<file path="config.mk">
export PLATFORM = sky130hd
export DESIGN_NAME = rw_manager_ac_rom_reader
export DESIGN_NICKNAME = d
export VERILOG_FILES = /design/src/rtl/rw_manager_ac_rom_reader.sv
export SDC_FILE = /design/constraint.sdc
export NUM_CORES = 1
export LEC_CHECK = 0
export BUFFER_PORTS_ARGS = -buffer_cell sky130_fd_sc_hd__buf_2
export CAP_MARGIN = 25
export CORE_UTILIZATION = 45
export CTS_CLUSTER_SIZE = 8
export DETAILED_ROUTE_END_ITERATION = 12
export PLACE_DENSITY_LB_ADDON = 0.08
export SLEW_MARGIN = 20
export SYNTH_ARGS = -nofsm -noshare
export SYNTH_HDL_FRONTEND = slang
export SYNTH_SLANG_ARGS = --single-unit
</file>
<file path="constraint.sdc">
create_clock -name clock -period 4.18 [get_ports clock]
set_clock_uncertainty 0.15 [all_clocks]
set_input_delay 0 -clock clock [delete_from_list [all_inputs] [get_ports clock]]
set_output_delay 0 -clock clock [all_outputs]
set_load 0.05 [all_outputs]
</file>
<file path="src/rtl/rw_manager_ac_rom_reader.sv">
// Read-side sequencer for the address/command instruction ROM.
// Fetches a contiguous, wrapping run of AC words from a ROM with a fixed read
// latency. A small output buffer absorbs that latency. Words are presented
// in issue order on a valid/ready stream, with the command fields split out.
module rw_manager_ac_rom_reader #(
  parameter int ADDR_W    = 6,
  parameter int DATA_W    = 32,
  parameter int ROM_LAT   = 2,
  parameter int BUF_DEPTH = 4
) (
  input  logic              clock,
  input  logic              reset_n,
  input  logic              start,
  input  logic [ADDR_W-1:0] start_addr,
  input  logic [ADDR_W:0]   word_count,
  output logic              busy,
  output logic              done,
  output logic [ADDR_W-1:0] rom_rdaddress,
  input  logic [DATA_W-1:0] rom_q,
  output logic              ac_valid,
  input  logic              ac_ready,
  output logic [DATA_W-1:0] ac_word,
  output logic [3:0]        ac_cmd,
  output logic [7:0]        ac_ctl,
  output logic [15:0]       ac_addr
);

  localparam int CNT_W = ADDR_W + 1;
  localparam int PTR_W = (BUF_DEPTH > 1) ? $clog2(BUF_DEPTH) : 1;
  localparam int OCC_W = $clog2(BUF_DEPTH + 1);
  localparam int LAT_W = $clog2(ROM_LAT + 1);

  typedef enum logic [1:0] {
    S_IDLE  = 2'd0,
    S_FETCH = 2'd1,
    S_DRAIN = 2'd2,
    S_DONE  = 2'd3
  } state_e;

  state_e            state_q;
  logic [ADDR_W-1:0] ptr_q;
  logic [ADDR_W-1:0] addr_hold_q;
  logic [CNT_W-1:0]  issue_left_q;
  logic [CNT_W-1:0]  accept_left_q;
  logic [ROM_LAT-1:0] pipe_q;
  logic [PTR_W-1:0]  wr_ptr_q;
  logic [PTR_W-1:0]  rd_ptr_q;
  logic [OCC_W-1:0]  occ_q;
  logic [DATA_W-1:0] mem_q [BUF_DEPTH];

  logic [LAT_W-1:0]  in_flight;
  logic              issue;
  logic              buf_wr;
  logic              buf_pop;

  function automatic logic [PTR_W-1:0] ptr_inc(input logic [PTR_W-1:0] p);
    return (p == PTR_W'(BUF_DEPTH - 1)) ? '0 : p + 1'b1;
  endfunction

  // Number of issued reads whose data has not yet reached the buffer.
  // NOTE: the default assignment first means every path drives in_flight, so no latch is inferred.
  always_comb begin
    in_flight = '0;
    for (int i = 0; i < ROM_LAT; i++) begin
      in_flight = in_flight + LAT_W'(pipe_q[i]);
    end
  end

  // A read may issue only while buffer plus in-flight words leave room for its data.
  assign issue = (state_q == S_FETCH) && (issue_left_q != '0) &&
                 ((32'(occ_q) + 32'(in_flight)) < 32'(BUF_DEPTH));

  assign buf_wr   = pipe_q[ROM_LAT-1];
  assign ac_valid = (occ_q != '0);
  assign buf_pop  = ac_valid && ac_ready;

  // The ROM registers its address itself. Presenting the pointer in the issue
  // cycle keeps the latency at ROM_LAT. Otherwise the last address is held.
  assign rom_rdaddress = issue ? ptr_q : addr_hold_q;

  assign busy = (state_q == S_FETCH) || (state_q == S_DRAIN) ||
                ((state_q == S_IDLE) && start);
  assign done = (state_q == S_DONE);

  assign ac_word = mem_q[rd_ptr_q];
  assign ac_cmd  = ac_word[27:24];
  assign ac_ctl  = ac_word[23:16];
  assign ac_addr = ac_word[15:0];

  // Run control: accept a start, count issued and accepted words, pulse done.
  // NOTE: sequential state uses <= so every register samples pre-edge values.
  always_ff @(posedge clock or negedge reset_n) begin
    if (!reset_n) begin
      state_q       <= S_IDLE;
      ptr_q         <= '0;
      issue_left_q  <= '0;
      accept_left_q <= '0;
    end else begin
      unique case (state_q)
        S_IDLE: begin
          if (start) begin
            if (word_count != '0) begin
              ptr_q         <= start_addr;
              issue_left_q  <= word_count;
              accept_left_q <= word_count;
              state_q       <= S_FETCH;
            end else begin
              state_q <= S_DONE;
            end
          end
        end
        S_FETCH: begin
          if (issue) begin
            ptr_q        <= ptr_q + 1'b1;
            issue_left_q <= issue_left_q - 1'b1;
            if (issue_left_q == CNT_W'(1)) state_q <= S_DRAIN;
          end
          if (buf_pop) accept_left_q <= accept_left_q - 1'b1;
        end
        S_DRAIN: begin
          if (buf_pop) begin
            accept_left_q <= accept_left_q - 1'b1;
            if (accept_left_q == CNT_W'(1)) state_q <= S_DONE;
          end
        end
        S_DONE:  state_q <= S_IDLE;
        default: state_q <= S_IDLE;
      endcase
    end
  end

  // Track outstanding ROM reads and remember the last address presented.
  always_ff @(posedge clock or negedge reset_n) begin
    if (!reset_n) begin
      pipe_q      <= '0;
      addr_hold_q <= '0;
    end else begin
      pipe_q <= (pipe_q << 1) | ROM_LAT'(issue);
      if (issue) addr_hold_q <= ptr_q;
    end
  end

  // Buffer pointers and occupancy. A write and a pop in the same cycle are both honoured.
  always_ff @(posedge clock or negedge reset_n) begin
    if (!reset_n) begin
      wr_ptr_q <= '0;
      rd_ptr_q <= '0;
      occ_q    <= '0;
    end else begin
      if (buf_wr)  wr_ptr_q <= ptr_inc(wr_ptr_q);
      if (buf_pop) rd_ptr_q <= ptr_inc(rd_ptr_q);
      unique case ({buf_wr, buf_pop})
        2'b10:   occ_q <= occ_q + OCC_W'(1);
        2'b01:   occ_q <= occ_q - OCC_W'(1);
        default: occ_q <= occ_q;
      endcase
    end
  end

  // Buffer storage captures returning ROM data.
  // NOTE: the storage is not reset; the reset pointers and occupancy keep stale entries invisible.
  always_ff @(posedge clock) begin
    if (buf_wr) mem_q[wr_ptr_q] <= rom_q;
  end

endmodule

</file>
* Yosys cells after proc, flatten, opt, wreduce, memory -nomap -nowiden
Memories as Yosys holds them, arrays and structs flattened.
Cells that the tools add are included.
W data, S select, Z words.
** Storage, ports and cells
- Input bits :: 49
- Register bits :: 37
- Output and inout bits :: 69
- Bits in latches :: 0
- Memory bits (read-only) :: 0
- Memories :: 1
- Memory bits (writable) :: 128
- Logic and storage cells :: 77
** Memory list
- mem_q :: depth 4, width 32, read ports 1, clocked after memory_dff 0, write ports 1, RTL line 49 : logic [DATA_W-1:0] mem_q [BUF_DEPTH];
** Cells by class
- Multipliers :: 0
- Divide/modulo/power cells :: 0
- $add $sub $neg :: 9
- Mux-type cells :: 23
- Bitwise gates (word level) :: 1
- Reductions and logical operators :: 17
- Order comparisons :: 1
- Shifts and indexed selects :: 0
- Equality and inequality tests :: 16
** Operators by type and width (number)
- $mux W7 :: 4
- $pmux W7 S2 :: 2
- $mux W6 :: 4
- $mux W2 :: 8
- $eq A7 B1 Y1 const B :: 2
- $reduce_bool A7 Y1 :: 2
- $sub A7 B1 Y7 const B :: 2
- $pmux W6 S2 :: 1
- $eq A2 B2 Y1 const B :: 5
- $ne A2 B1 Y1 const B :: 4
- $pmux W2 S4 :: 1
- $reduce_and A4 Y1 :: 2
- $add A6 B1 Y6 const B :: 1
- $ne A2 B2 Y1 const B :: 3
- $pmux W3 S2 :: 1
- $reduce_bool A2 Y1 :: 3
- $reduce_and A5 Y1 :: 1
- $add A2 B1 Y2 const B :: 2
- $add A3 B2 Y4 :: 1
- $eq A2 B1 Y1 const B :: 2
- $logic_and A1 B1 Y1 :: 4
- $lt A4 B3 Y1 const B :: 1
- $add A3 B1 Y3 const B :: 1
- $reduce_bool A3 Y1 :: 1
- 7 further kinds :: 9

* Longest topological paths before layout
Gate-level depths: netlist of run 1.
- Word-level depth :: 6
- Mapped depth :: 9

* Least setup slack after synthesis of run 1
No wires, ideal clock.
- Path kind :: reg-to-reg
- Start :: register issue_left_q[0]
- End :: register addr_hold_q[0]
- Slack :: 2.037 ns
- Clock period less this slack :: 2.143 ns
- Data arrival time :: 1.818 ns
- Path buffers :: 0
- Setup time :: 0.175 ns
- Stages on the path, launching flop included :: 8
- Cell sequence :: dfrtp_1 -> inv_1 -> ha_1 -> nor3b_2 -> nand2_2 -> and2_2 -> nand2_4 -> mux2_2
** On the way
- Cells in the longest elaborated chain, start to end :: 4
** Ends and longest elaborated chain
- start, declared :: RTL line 43 : logic [CNT_W-1:0] issue_left_q;
- start signal, assigned :: RTL line 104 : issue_left_q <= word_count;
- start signal, assigned :: RTL line 115 : issue_left_q <= issue_left_q - 1'b1;
- $reduce_bool A7 Y1 :: RTL line 70 : assign issue = (state_q == S_FETCH) && (issue_left_q != '0) &&
- $logic_and A1 B1 Y1 (2 in series) :: RTL line 70
- $mux W6
- via rom_rdaddress[0] :: RTL line 18 : output logic [ADDR_W-1:0] rom_rdaddress,
- end signal, assigned :: RTL line 139 : if (issue) addr_hold_q <= ptr_q;
- end, declared :: RTL line 42 : logic [ADDR_W-1:0] addr_hold_q;
The timed path passes the listed nets, and every way through them passes these cells.
A chain may end at the register's enable or synchronous reset.

* Worst setup path in the final report of run 1
- Start :: register issue_left_q[0]
- End :: output rom_rdaddress[5]
** On the way
- Cells in the longest elaborated chain, start to end :: 4
** Ends and longest elaborated chain (RTL line)
- $reduce_bool A7 Y1 :: 70
- $logic_and A1 B1 Y1 (2 in series) :: 70
- $mux W6
- end, declared :: 18
No other way between the ends.

==> reports/summary.txt, run 1 <==
Die X = 128.3 microns
CTS resizes = 0
total number of vias = 4058
initial drt markers = 145
Yosys reg bits = 165
dpl hpwl = 8.510 mm
Fill cells = 1260
relative slew slack = 0.3916
Mapped Cells = 433
CP Cell Sequence = inv_1 -> ha_1 -> nor3b_2 -> nand2_2 -> and2_2 -> nand2_4 -> mux2_2 -> buf_2
Buffers on Ports = 117
Sum Neg Setup Slack = 0 ns
Layout Nets = 643
Routed Antenna Nets = 0
DIE AREA = 0.01647 sq mm
initial antenna violation count = 0
I/O pins = 118
first-pass GRT wire length = 20.62 mm
Crit Path Category = flop to output pin
GRT Overall Usage = 0.1718
Post-CTS Setup Inserts = 0
WP buf/inv = 2
Worst path slowest cell = dfrtp_1
Synth area leader = edfxtp_1
Starting Density = 0.4672
number of CTS-inserted buffers = 17
CTS HTree Levels = 4
Clk Latency, worst-skew pair = 0.42 ns
reg2reg path depth = 7
syn avg cell area = 16.58 sq um
global route overflow = 0
crit-path max cell delay = 0.44 ns
sequential fraction of the synthesis area = 0.6642
Clk Tree Root Cell = clkbuf_16
# diodes = 0
Final WS setup = 1.448 ns
net count after synthesis = 499
vias in the first global route = 3984
max-slew violations = 0
Final Routed Wirelength = 13.29 mm
DR DRC count = 0
most frequent cells in the layout = 128 x edfxtp_1, 117 x buf_2, 49 x dlygate4sd3_1, 35 x dfrtp_1, 32 x mux4_2
RSZ-0062 raised after global routing = no
EDFF count, synth = 128
Post-synth ARST share = 0.2242
Max Buffers Root-to-Sink = 2
RR Startpoint = state_q[0]
final worst path period share = 0.6535
DRT Pass-1 Iters = 4
Synth top area share = 0.5353
Mapped Area = 0.007181 sq mm
# clock sinks = 165
Startpoint Class = flop
largest net degree at the start of global routing = 38
top cells by area, synth = edfxtp_1 54%, dfrtp_1 13%, mux4_2 10%
Core Rows = 45
worst slew pin tran = 0.9126 ns
Vias/cell = 5.073
wire per inst = 16.61 microns
final setup vio count = 0
max cap viols = 0
Yosys cell types = 60
Synthesis Warnings = 0
status = finished, final reports clean
layout cell share with drive strength beyond 1 = 0.3565
Core Region = 0.01537 sq mm
commonest non-fill, non-tap cell in the layout = edfxtp_1
fin crit period = 2.732 ns
reg-to-reg setup timing slack = 1.82 ns
FF-to-FF End = accept_left_q[4]
Setup WS pre-CTS = 1.841 ns
fmax = 366.1 MHz
worst-path fanout max = 7
Required @ worst endpoint = 4.03 ns
CP delay by family, top = simple AND/OR/NAND/NOR gates
most common flop cell mapped by yosys = edfxtp_1
Crit. End Element = output pin
Worst-path clk slew = 0.06 ns
Die Height = 128.3 microns
CTS tree = built
hold crit path type = input port to asynchronous set/reset pin
final hold vios = 0
Critical Path AT = 2.58 ns
area grow syn2layout = 22.63%
gpl congestion = 0.7929
==> synthesized netlist by cell type (all sizes together), types with 3 or more instances <==
master,count
mux4,32
nor3b,3
mux2,10
nor3,9
a31oi,4
or2,3
mux2i,6
dfrtp,37
a21oi,4
nand2,26
o22ai,3
clkbuf,6
buf,37
a2bb2oi,3
nor2,14
and3,3
o21ai,15
or3,4
ha,16
edfxtp,128
a221oi,4
o22a,4
and2,5
inv,21
nand3,10
==> worst register-to-register path: cells and delay by family, from the launching register on <==
family	cells	cell delay, ns
buf+inv	1	0.08
fa+ha+maj	1	0.66
compound gates	2	0.40
flops	1	0.40
simple gates	3	0.53
==> sequential cells by signal, summed over array words and instances (netlist names) <==
name,flops
rd_ptr_q,2
pipe_q,2
wr_ptr_q,2
state_q,2
occ_q,3
issue_left_q,7
accept_left_q,7
mem_q,128
ptr_q,6
addr_hold_q,6
==> stage by stage <==
stage	utilization	hold slack [ns]	cell area, sq um	instances
global placement	0.5055	0.006500	7770	720
floorplan	-	-0.4456	7181	433
detailed placement	0.5055	0.01747	7770	720
CTS	0.5729	0.09586	8806	800
global route	0.5729	0.1461	8806	800
finish	0.5729	0.07448	8806	800
==> how the worst max path moves through the flow <==
stage	from	to	slack (ns)	depth (start not counted)
after global routing	issue_left_q[0]	rom_rdaddress[5]	1.30	8
after detailed placement	state_q[1]	accept_left_q[4]	1.84	7
after global placement	rd_ptr_q[0]	ac_word[15]	1.90	3
after floorplan	issue_left_q[0]	addr_hold_q[0]	2.04	7
after CTS	rd_ptr_q[0]	ac_addr[5]	1.42	3
final	issue_left_q[0]	rom_rdaddress[5]	1.45	8
==> kinds of logic after synthesis <==
logic type | count (synthesis) | synth area share
fa+ha+maj | 17 | 0.03067
flops | 165 | 0.6642
buf+inv | 64 | 0.05036
compound gates | 49 | 0.05558
simple gates | 87 | 0.07057
xor+xnor | 3 | 0.003660
mux | 48 | 0.1249
==> area by class of cell <==
type	count	area (sq um)	share of cell area
flip-flops and latches	165	4772	0.5419
multi-input cells	204	2054	0.2333
repair buffers	168	1091	0.1239
clock buffers	20	436.7	0.04959
well taps	211	264.0	0.02998
clock inverters	11	108.9	0.01236
inverters	21	78.83	0.008951
==> routing by layer <==
metal / vias up / global-route usage / routed length (microns)
met1: 2018 / 0.2136 / 5796
li1: 1920 / - / -
met3: 12 / 0.04758 / 607
met4: 0 / 0.06228 / 170
met2: 108 / 0.2884 / 6715
met5: - / 0 / 0
==> repair_timing <==
action	4_1_cts	5_1_grt
hold buffers	49	0
endpoints found under the hold margin	189	0
endpoints found under the setup margin	0	0
Power of run 1 is not shown: default switching activity piles up to over one toggle a cycle in this logic, so the estimate is an artifact.
==> run 2, diff against run 1 <==
clock period = 2.75 ns   (was 4.18 ns; I/O delays follow)
==> run 2 against run 1 <==
Effect of this change: via count grew 2.9%; first-iteration DRC count rose by 70%; non-clock buffer count rose by 13; utilization rose by 1.3 points; design area increased by 2.3%; global-route usage increased by 0.87 points.
==> reports/summary.txt, run 2 (synthesis gave the netlist of run 1 again) <==
Final Routed Wirelength = 13.62 mm (+2.5%)
final setup vio count = 0 (unchanged)
Routed Antenna Nets = 0 (unchanged)
Die X = 128.3 microns (unchanged)
largest net degree at the start of global routing = 38 (unchanged)
fmax = 384.9 MHz
gpl congestion = 0.7999 (+0.88%)
worst-path fanout max = 7 (unchanged)
# clock sinks = 165 (unchanged)
Sum Neg Setup Slack = 0 ns (unchanged)
Layout Nets = 656 (+2.0%)
vias in the first global route = 4220 (+5.9%)
total number of vias = 4174 (+2.9%)
worst slew pin tran = 0.8764 ns (-0.03615 ns)
RSZ-0062 raised after global routing = no
initial drt markers = 247 (+70%)
CTS tree = built
Fill cells = 1221 (-3.1%)
initial antenna violation count = 1 (+1)
Starting Density = 0.4672 (unchanged)
DIE AREA = 0.01647 sq mm (unchanged)
design area = 0.009009 sq mm (+2.3%)
CP Launch Point = occ_q[0]
met1 Use GR = 0.2352 (+0.02163)
status = finished, final reports clean
Worst-path clk slew = 0.06 ns (about the same)
Startpoint Class = flop
Clk Tree Root Cell = clkbuf_16
final worst path period share = 0.9448
DRT Pass-1 Iters = 4 (unchanged)
RR Startpoint = occ_q[0]
area grow syn2layout = 25.46%
biggest registers after layout = mem_q x128, accept_left_q x7, issue_left_q x7
global route overflow = 0 (unchanged)
CTS HTree Levels = 4 (unchanged)
I/O pins = 118 (unchanged)
Inst Count DP = 730 (+1.4%)
Layout Cells excl Fill = 815 (+1.9%)
Clk Latency, worst-skew pair = 0.42 ns (about the same)
first-pass GRT wire length = 21.99 mm (+6.7%)
DR DRC count = 0 (unchanged)
Die Height = 128.3 microns (unchanged)
wire per inst = 16.72 microns (+0.63%)
Reg with most FFs = mem_q
Core Region = 0.01537 sq mm (unchanged)
dpl hpwl = 8.957 mm (+5.2%)
GRT busiest layer = met2
Buffers on Ports = 117 (unchanged)
fin crit period = 2.598 ns
hold crit path type = input port to asynchronous set/reset pin
Crit. End Element = output pin
grt met3 use = 0.03965 (-0.007930)
layout cell share with drive strength beyond 1 = 0.3814 (+0.02489)
M2 GR Usage = 0.2960 (+0.007631)
Critical Path AT = 2.45 ns (-0.13 ns)
Vias/cell = 5.121 (+0.97%)
Crit Path Category = flop to output pin
Final WS setup = 0.1518 ns (-1.296 ns)
relative slew slack = 0.4157 (+0.02410)
GRT Overall Usage = 0.1804 (+0.008657)
final hold vios = 0 (unchanged)
Largest register FFs = 128 (unchanged)
dpl cell area = 0.007920 sq mm (+1.9%)
number of CTS-inserted buffers = 17 (unchanged)
max-slew violations = 0 (unchanged)
Core Rows = 45 (unchanged)
Setup WS pre-CTS = 0.4959 ns (-1.345 ns)
max cap viols = 0 (unchanged)
Required @ worst endpoint = 2.60 ns (-1.43 ns)
Max Buffers Root-to-Sink = 2 (unchanged)
most frequent cells in the layout = 128 x edfxtp_1, 117 x buf_2, 49 x dlygate4sd3_1, 35 x dfrtp_1, 32 x mux4_2
commonest non-fill, non-tap cell in the layout = edfxtp_1
## run 2: per-stage QoR
step,util,hold WS (ns)
3_3_place_gp,0.5153,-0.002235
2_1_floorplan,-,-0.4456
6_report,0.5861,0.08957
5_1_grt,0.5861,0.1471
4_1_cts,0.5839,0.09953
3_5_place_dp,0.5153,0.02260
## run 2: layout make-up
type | count | area [sq um] | area share
Sequential cell | 165 | 4772 | 0.5297
Multi-Input combinational cell | 204 | 2063 | 0.2290
Timing Repair Buffer | 181 | 1264 | 0.1403
Clock buffer | 18 | 429.2 | 0.04764
Tap cell | 211 | 264.0 | 0.02931
Clock inverter | 14 | 135.1 | 0.01500
Inverter | 21 | 78.83 | 0.008750
Antenna cell | 1 | 2.502 | 0.0002778
## run 2: timing repair
| item | CTS | global route |
|---|---|---|
| hold buffers | 49 | 0 |
| resized for setup | 0 | 2 |
| buffers inserted | 0 | 3 |
| endpoints found under the setup margin | 0 | 6 |
| endpoints found under the hold margin | 189 | 0 |
## run 2: final timing paths
| kind | slack (ns) | cells past startpoint | end |
|---|---|---|---|
| max in group asynchronous | 1.75 | 2 | rd_ptr_q[0] |
| max | 0.15 | 7 | rom_rdaddress[3] |
| min reg2reg | 0.23 | 0 | pipe_q[1] |
| min in group clock | 0.18 | 2 | mem_q[2][24] |
| min | 0.09 | 2 | ptr_q[0] |
| max reg2reg | 0.50 | 6 | state_q[1] |
## run 2: worst max-delay path: stages, from the launching register on
cell and delay (ns):
dfrtp_1 0.43, ha_1 0.29, a21o_1 0.20, a21oi_4 0.26
and2_2 0.23, nand2_4 0.10, mux2_2 0.30, buf_2 0.21
## run 2: layer usage
layer	share of wire	wire length, microns
met5	0	0
met4	0.011	150
met3	0.035	481
met2	0.51	6889
met1	0.45	6101
Power of run 2 is left out for the same reason.
